--- config.mk ---
export PLATFORM = sky130hd
export DESIGN_NAME = modified_complex_mult_flat
export DESIGN_NICKNAME = d
export VERILOG_FILES = /design/src/rtl/modified_complex_mult_pkg.sv /design/src/rtl/modified_complex_mult_if.sv /design/src/rtl/modified_complex_mult_nrs_const_mult.sv /design/src/rtl/modified_complex_mult.sv /design/src/flat_wrapper.sv
export SDC_FILE = /design/constraint.sdc
export NUM_CORES = 1
export LEC_CHECK = 0
export BUFFER_PORTS_ARGS = -buffer_cell sky130_fd_sc_hd__buf_4
export CORE_UTILIZATION = 60
export DETAILED_ROUTE_END_ITERATION = 12
export HOLD_SLACK_MARGIN = 0.12
export MAX_ROUTING_LAYER = met4
export PLACE_DENSITY = 0.78
export SLEW_MARGIN = 25
export SYNTH_ARGS = -nofsm -noshare
export SYNTH_HDL_FRONTEND = slang
export SYNTH_SLANG_ARGS = --single-unit
--- constraint.sdc ---
create_clock -name clk -period 10.2 [get_ports clk]
set_input_delay 0.51 -clock clk [delete_from_list [all_inputs] [get_ports clk]]
set_output_delay 0.51 -clock clk [all_outputs]
set_load 0.02 [all_outputs]
--- src/rtl/modified_complex_mult_pkg.sv ---
// ---------------------------------------------------------------------------
// modified_complex_mult_pkg
// Shared constants for the NRS complex multiplier slice: sample width,
// NRS coefficient magnitude (0.70703 in Q5.11), full-precision product
// width, output scaling shift and result-buffer geometry.
// ---------------------------------------------------------------------------
package modified_complex_mult_pkg;

  localparam int WIDTH_R_I   = 16;
  localparam logic signed [15:0] NRS_MAG = 16'sh05A8;
  localparam int FULL_W      = 2 * WIDTH_R_I + 1;
  localparam int SCALE_SHIFT = 17;
  localparam int BUF_DEPTH   = 4;
  localparam int ADDR_W      = $clog2(BUF_DEPTH);

endpackage : modified_complex_mult_pkg

--- src/rtl/modified_complex_mult_if.sv ---
// ---------------------------------------------------------------------------
// modified_complex_mult_if
// Bundles the data/control bus of the NRS complex multiplier.
//   en               : enable (write product, read buffer)
//   wr_addr, rd_addr : buffer write / read entry
//   rx_r, rx_i       : received sample, signed
//   nrs_r, nrs_i     : NRS sign bits (1 = negative coefficient)
//   real_part, imag_part : registered scaled product, signed
// master drives the inputs and observes results; slave is the multiplier.
// ---------------------------------------------------------------------------
interface modified_complex_mult_if
  import modified_complex_mult_pkg::*;
#(
  parameter int WIDTH_R_I = modified_complex_mult_pkg::WIDTH_R_I
);

  logic                        en;
  logic [ADDR_W-1:0]           wr_addr;
  logic [ADDR_W-1:0]           rd_addr;
  logic signed [WIDTH_R_I-1:0] rx_r;
  logic signed [WIDTH_R_I-1:0] rx_i;
  logic                        nrs_r;
  logic                        nrs_i;
  logic signed [WIDTH_R_I-1:0] real_part;
  logic signed [WIDTH_R_I-1:0] imag_part;

  modport master (
    output en, wr_addr, rd_addr, rx_r, rx_i, nrs_r, nrs_i,
    input  real_part, imag_part
  );

  modport slave (
    input  en, wr_addr, rd_addr, rx_r, rx_i, nrs_r, nrs_i,
    output real_part, imag_part
  );

endinterface : modified_complex_mult_if

--- src/rtl/modified_complex_mult_nrs_const_mult.sv ---
// ---------------------------------------------------------------------------
// nrs_const_mult
// Combinational signed sample times +/-NRS_MAG, sign chosen by one bit.
//   sample : signed input sample (WIDTH_R_I bits)
//   neg    : 1 selects -NRS_MAG, 0 selects +NRS_MAG
//   prod   : signed product (2*WIDTH_R_I bits, cannot overflow)
// ---------------------------------------------------------------------------
module nrs_const_mult
  import modified_complex_mult_pkg::*;
#(
  parameter int WIDTH_R_I = modified_complex_mult_pkg::WIDTH_R_I
) (
  input  logic signed [WIDTH_R_I-1:0]   sample,
  input  logic                          neg,
  output logic signed [2*WIDTH_R_I-1:0] prod
);

  localparam int PW = 2 * WIDTH_R_I;

  logic signed [PW-1:0] sample_ext_s;
  logic signed [PW-1:0] coef_ext_s;
  logic signed [PW-1:0] mag_s;

  // Sign-extend both operands to the product width so the multiply is
  // evaluated at full precision, then apply the NRS sign.
  always_comb begin
    sample_ext_s = PW'(sample);
    coef_ext_s   = PW'(NRS_MAG);
    mag_s        = sample_ext_s * coef_ext_s;
    if (neg) begin
      prod = -mag_s;
    end else begin
      prod = mag_s;
    end
  end

endmodule : nrs_const_mult

--- src/rtl/modified_complex_mult.sv ---
// ---------------------------------------------------------------------------
// modified_complex_mult
// Multiplies a received complex sample by a QPSK NRS value (+/-0.7071
// +/- j0.7071), scales the product by >>>17 (truncation toward -inf) and
// stores it in a 4-entry result buffer. A registered read port presents
// the entry addressed by rd_addr as held before the current edge.
//   clk : rising-edge clock
//   rst : synchronous active-high reset (clears buffer and outputs)
//   bus : slave side of modified_complex_mult_if (see interface header)
// Latency: inputs captured at edge N appear on the outputs after edge N+1.
// ---------------------------------------------------------------------------
module modified_complex_mult
  import modified_complex_mult_pkg::*;
#(
  parameter int WIDTH_R_I = modified_complex_mult_pkg::WIDTH_R_I
) (
  input  logic                   clk,
  input  logic                   rst,
  modified_complex_mult_if.slave bus
);

  localparam int PW = 2 * WIDTH_R_I;
  localparam int FW = 2 * WIDTH_R_I + 1;

  logic signed [PW-1:0] prod_rr_s;  // rx_r * c_r
  logic signed [PW-1:0] prod_ii_s;  // rx_i * c_i
  logic signed [PW-1:0] prod_ri_s;  // rx_r * c_i
  logic signed [PW-1:0] prod_ir_s;  // rx_i * c_r

  logic signed [FW-1:0]        full_r_s;
  logic signed [FW-1:0]        full_i_s;
  logic signed [WIDTH_R_I-1:0] res_r_s;
  logic signed [WIDTH_R_I-1:0] res_i_s;

  logic signed [WIDTH_R_I-1:0] buf_re_r [BUF_DEPTH];
  logic signed [WIDTH_R_I-1:0] buf_im_r [BUF_DEPTH];
  logic signed [WIDTH_R_I-1:0] real_part_r;
  logic signed [WIDTH_R_I-1:0] imag_part_r;

  nrs_const_mult #(.WIDTH_R_I(WIDTH_R_I)) u_mult_rr (
    .sample (bus.rx_r),
    .neg    (bus.nrs_r),
    .prod   (prod_rr_s)
  );

  nrs_const_mult #(.WIDTH_R_I(WIDTH_R_I)) u_mult_ii (
    .sample (bus.rx_i),
    .neg    (bus.nrs_i),
    .prod   (prod_ii_s)
  );

  nrs_const_mult #(.WIDTH_R_I(WIDTH_R_I)) u_mult_ri (
    .sample (bus.rx_r),
    .neg    (bus.nrs_i),
    .prod   (prod_ri_s)
  );

  nrs_const_mult #(.WIDTH_R_I(WIDTH_R_I)) u_mult_ir (
    .sample (bus.rx_i),
    .neg    (bus.nrs_r),
    .prod   (prod_ir_s)
  );

  // Combine partial products at one extra bit of headroom, then keep the
  // bits above the scaling shift; arithmetic shift floors toward -inf.
  always_comb begin
    full_r_s = FW'(prod_rr_s) - FW'(prod_ii_s);
    full_i_s = FW'(prod_ri_s) + FW'(prod_ir_s);
    res_r_s  = WIDTH_R_I'(full_r_s >>> SCALE_SHIFT);
    res_i_s  = WIDTH_R_I'(full_i_s >>> SCALE_SHIFT);
  end

  // Result buffer and registered read port; the read sees the entry as it
  // was before this edge, so a same-address write shows up one edge later.
  always_ff @(posedge clk) begin
    if (rst) begin
      for (int i = 0; i < BUF_DEPTH; i++) begin
        buf_re_r[i] <= '0;
        buf_im_r[i] <= '0;
      end
      real_part_r <= '0;
      imag_part_r <= '0;
    end else if (bus.en) begin
      buf_re_r[bus.wr_addr] <= res_r_s;
      buf_im_r[bus.wr_addr] <= res_i_s;
      real_part_r           <= buf_re_r[bus.rd_addr];
      imag_part_r           <= buf_im_r[bus.rd_addr];
    end else begin
      real_part_r <= '0;
      imag_part_r <= '0;
    end
  end

  assign bus.real_part = real_part_r;
  assign bus.imag_part = imag_part_r;

endmodule : modified_complex_mult

--- src/flat_wrapper.sv ---
// flat-port wrapper written by rule: the top's interface ports become plain ports
module modified_complex_mult_flat import modified_complex_mult_pkg::*;
#(
  parameter int WIDTH_R_I = modified_complex_mult_pkg::WIDTH_R_I
)
  (clk, rst, bus_en, bus_wr_addr, bus_rd_addr, bus_rx_r, bus_rx_i, bus_nrs_r, bus_nrs_i, bus_real_part, bus_imag_part);
  modified_complex_mult_if #(.WIDTH_R_I(WIDTH_R_I)) bus_i ();
  input  logic clk;
  input  logic rst;
  input wire logic [$bits(bus_i.en)-1:0] bus_en;
  input wire logic [$bits(bus_i.wr_addr)-1:0] bus_wr_addr;
  input wire logic [$bits(bus_i.rd_addr)-1:0] bus_rd_addr;
  input wire logic [$bits(bus_i.rx_r)-1:0] bus_rx_r;
  input wire logic [$bits(bus_i.rx_i)-1:0] bus_rx_i;
  input wire logic [$bits(bus_i.nrs_r)-1:0] bus_nrs_r;
  input wire logic [$bits(bus_i.nrs_i)-1:0] bus_nrs_i;
  output wire logic [$bits(bus_i.real_part)-1:0] bus_real_part;
  output wire logic [$bits(bus_i.imag_part)-1:0] bus_imag_part;
  assign bus_i.en = bus_en;
  assign bus_i.wr_addr = bus_wr_addr;
  assign bus_i.rd_addr = bus_rd_addr;
  assign bus_i.rx_r = bus_rx_r;
  assign bus_i.rx_i = bus_rx_i;
  assign bus_i.nrs_r = bus_nrs_r;
  assign bus_i.nrs_i = bus_nrs_i;
  assign bus_real_part = bus_i.real_part;
  assign bus_imag_part = bus_i.imag_part;
  modified_complex_mult #(.WIDTH_R_I(WIDTH_R_I)) u_core (.clk(clk), .rst(rst), .bus(bus_i));
endmodule
==> impl_results.md <==
- Status: finished, final reports clean
- Hold Vio Cnt, Final: 0
- Slew @ Worst Pin: 1000 ps
- Initial Util: 61.2%
- Clk_lat worst skew: 430 ps
- #FFs+latches synth: 160
- First-pass GRT wire length: 58700 um
- Share of layout cells above drive strength 1: 8.89%
- Netlist cell types: 74
- Die ar.: 0.0281 mm^2
- Critical Path Max Stage Delay: 730 ps
- CP max FO: 7
- Syn-to-layout area delta: 8.79%
- CP bufs+invs: 5
- Gr usage total: 26.6%
- Post-Syn Area: 0.0165 mm^2
- CTS Buf Count: 17
- Io pins: 73
- Vias/cell: 5.83
- DR pass1 iterations: 6
- Total of max-cap violations: 0
- Nets: 2137
- Placement-stage cell area: 0.0173 mm^2
- PostCTS Resize Cnt: 0
- Synth top cells by count: inv_1 (263), ha_1 (203), nor2_1 (177), edfxtp_1 (128), nand2_1 (116)
- Die height: 168 um
- WL per Instance: 16.3 um
- Rows: 60
- Fin area: 0.0179 mm^2
- Crit share post-route: 78.8%
- Cell with the most instances after synthesis: inv_1
- DR iter-0 viols: 828
- Placer Congestion: 0.918
- Antenna violations before repair: 0
- ANT nets after route: 0
- Largest delay share family, worst path: compound AO/OA/AOI/OAI gates
- Peak Freq: 124 MHz
- Ant. Diodes: 0
- Final Slew Violations: 0
- Asr flop ratio synth: 0%
- Number of fill cells in the layout: 2141
- Dpl hpwl: 27100 um
- HP Class: in -> reg
- Setup_tns: 0 ps
- Main synth FF type: edfxtp_1
- Post-synth EDFFs: 128
- Synth top area cells: edfxtp_1 (23%), ha_1 (15%), fa_1 (10%), inv_1 (6.0%), xnor2_1 (5.1%)
- Post-synth top area share: 23.3%
- CTS tree: built
- Pin count of the biggest net entering global routing: 58
- Crit path arrival time: 8180 ps
- Area of the multi-input gates: 0.0108 mm^2
- Number of clock sinks: 160
- Syn avg cell area: 9.35 um^2
- Vias: 12600
- Final setup fails: 0
- Clock buffer depth: 2
- CTS Root Buffer Type: clkbuf_16
- H-tree depth reported by CTS: 4
- Port-buffer cells: 72
- Clk_skew: 5.91 ps
- Area leader, netlist: edfxtp_1
- Clk pin slew, worst setup/hold paths: 60 ps
- Mapped Nets: 2091
- Total number of yosys warnings: 0
- Required @ worst endpoint: 10340 ps
- CTS Hold Bufs: 0
- Register area share after synthesis: 27.2%
- Total Routed Length: 35300 um
- Non-filler instance count after layout: 2163
- Crit. End Element: flop
- Startpoint types: input pin
- Core outline area: 0.0270 mm^2
- Critical path class: in -> reg
- Final min period: 8040 ps
- Die width: 168 um
- CP most frequent cell: inv_1
- Post-layout util: 66.6%
- Setup Buffers After CTS: 0
- CP max stage cell: or4b_1
- Slew HR: 33.1%
- Unrepaired setup endpoints after global routing: no
- DRC Markers: 0
- Number of global-route vias before repair: 12300
- Reg area: 0.00448 mm^2
- Dpl cells: 2131
- Mapped Cells: 1763
- GR Overflow Total: 0
-- worst min-delay path, delay by kind of cell --
kind / cells / cell delay [ps]
simple gates: 1 / 80
compound gates: 1 / 120
buf+inv: 1 / 130
-- worst paths after layout --
path,from,endpoint,slack [ps],cells after the start
worst max-delay path,bus_rx_r[7],u_core.buf_im_r[0][14],2160,29
worst min-delay path,bus_wr_addr[1],u_core.buf_im_r[2][1],540,3
worst max register to register,u_core.buf_im_r[3][2],u_core.bus.imag_part[2],9020,2
worst min register to register,u_core.buf_re_r[0][9],u_core.bus.real_part[9],660,2
-- routing by layer --
layer	share of wire, %	vias to the layer above	track usage [%]	wire length [um]
li1	-	6142	-	-
met2	50	341	46.5	17600
met1	44	6062	33.0	15400
met4	2.0	0	7.38	711
met3	4.2	56	2.44	1490
met5	0	-	-	0
-- layout make-up --
| type | count | area share [%] |
|---|---|---|
| timing repair buffer | 82 | 3.43 |
| sequential | 160 | 25.0 |
| clock buffer | 18 | 2.39 |
| inverter | 264 | 5.52 |
| multi-input combinational | 1284 | 60.3 |
| tap | 341 | 2.38 |
| clock inverter | 14 | 1.00 |
-- state kept, by name, summed over array words and instances (netlist names) --
register,cells
u_core.buf_re_r,64
u_core.buf_im_r,64
u_core.bus.imag_part,16
u_core.bus.real_part,16
-- through the flow --
stage	setup WS [ps]	hold slack [ps]
2_1_floorplan	2480	635
3_3_place_gp	1790	642
3_5_place_dp	1510	647
4_1_cts	1960	521
5_1_grt	1650	571
6_report	2160	537
-- cell usage in the layout, fill, tap and decap left out, types with 8 or more instances in the layout --
master and count:
nand2_1 116, inv_1 263, nor2_1 177, nor2b_1 18, fa_1 84, clkbuf_16 17
xor2_1 46, or3_1 23, nor3_1 29, edfxtp_1 128, a211oi_1 8, and2_1 42
xnor2_1 96, nand3_1 27, buf_4 82, a21oi_1 57, nand2b_1 22, mux4_2 32
ha_1 203, o211ai_1 8, o21ai_0 54, dfxtp_1 32, a31oi_1 12, o21ai_1 17
a21o_1 43, o21a_1 20, and3_1 10, o31ai_1 15
-- cells by family after synthesis --
logic type,share of synthesized area (%)
AOI/OAI and AO/OA,12.4
DFF,27.2
xor gates and xnor gates,7.54
muxes,4.75
buffers and inverters,7.27
adders and majority gates,25.6
and+or+nand+nor,15.3
Power is not shown: default switching activity piles up to over one toggle a cycle in this logic, so the estimate is an artifact.
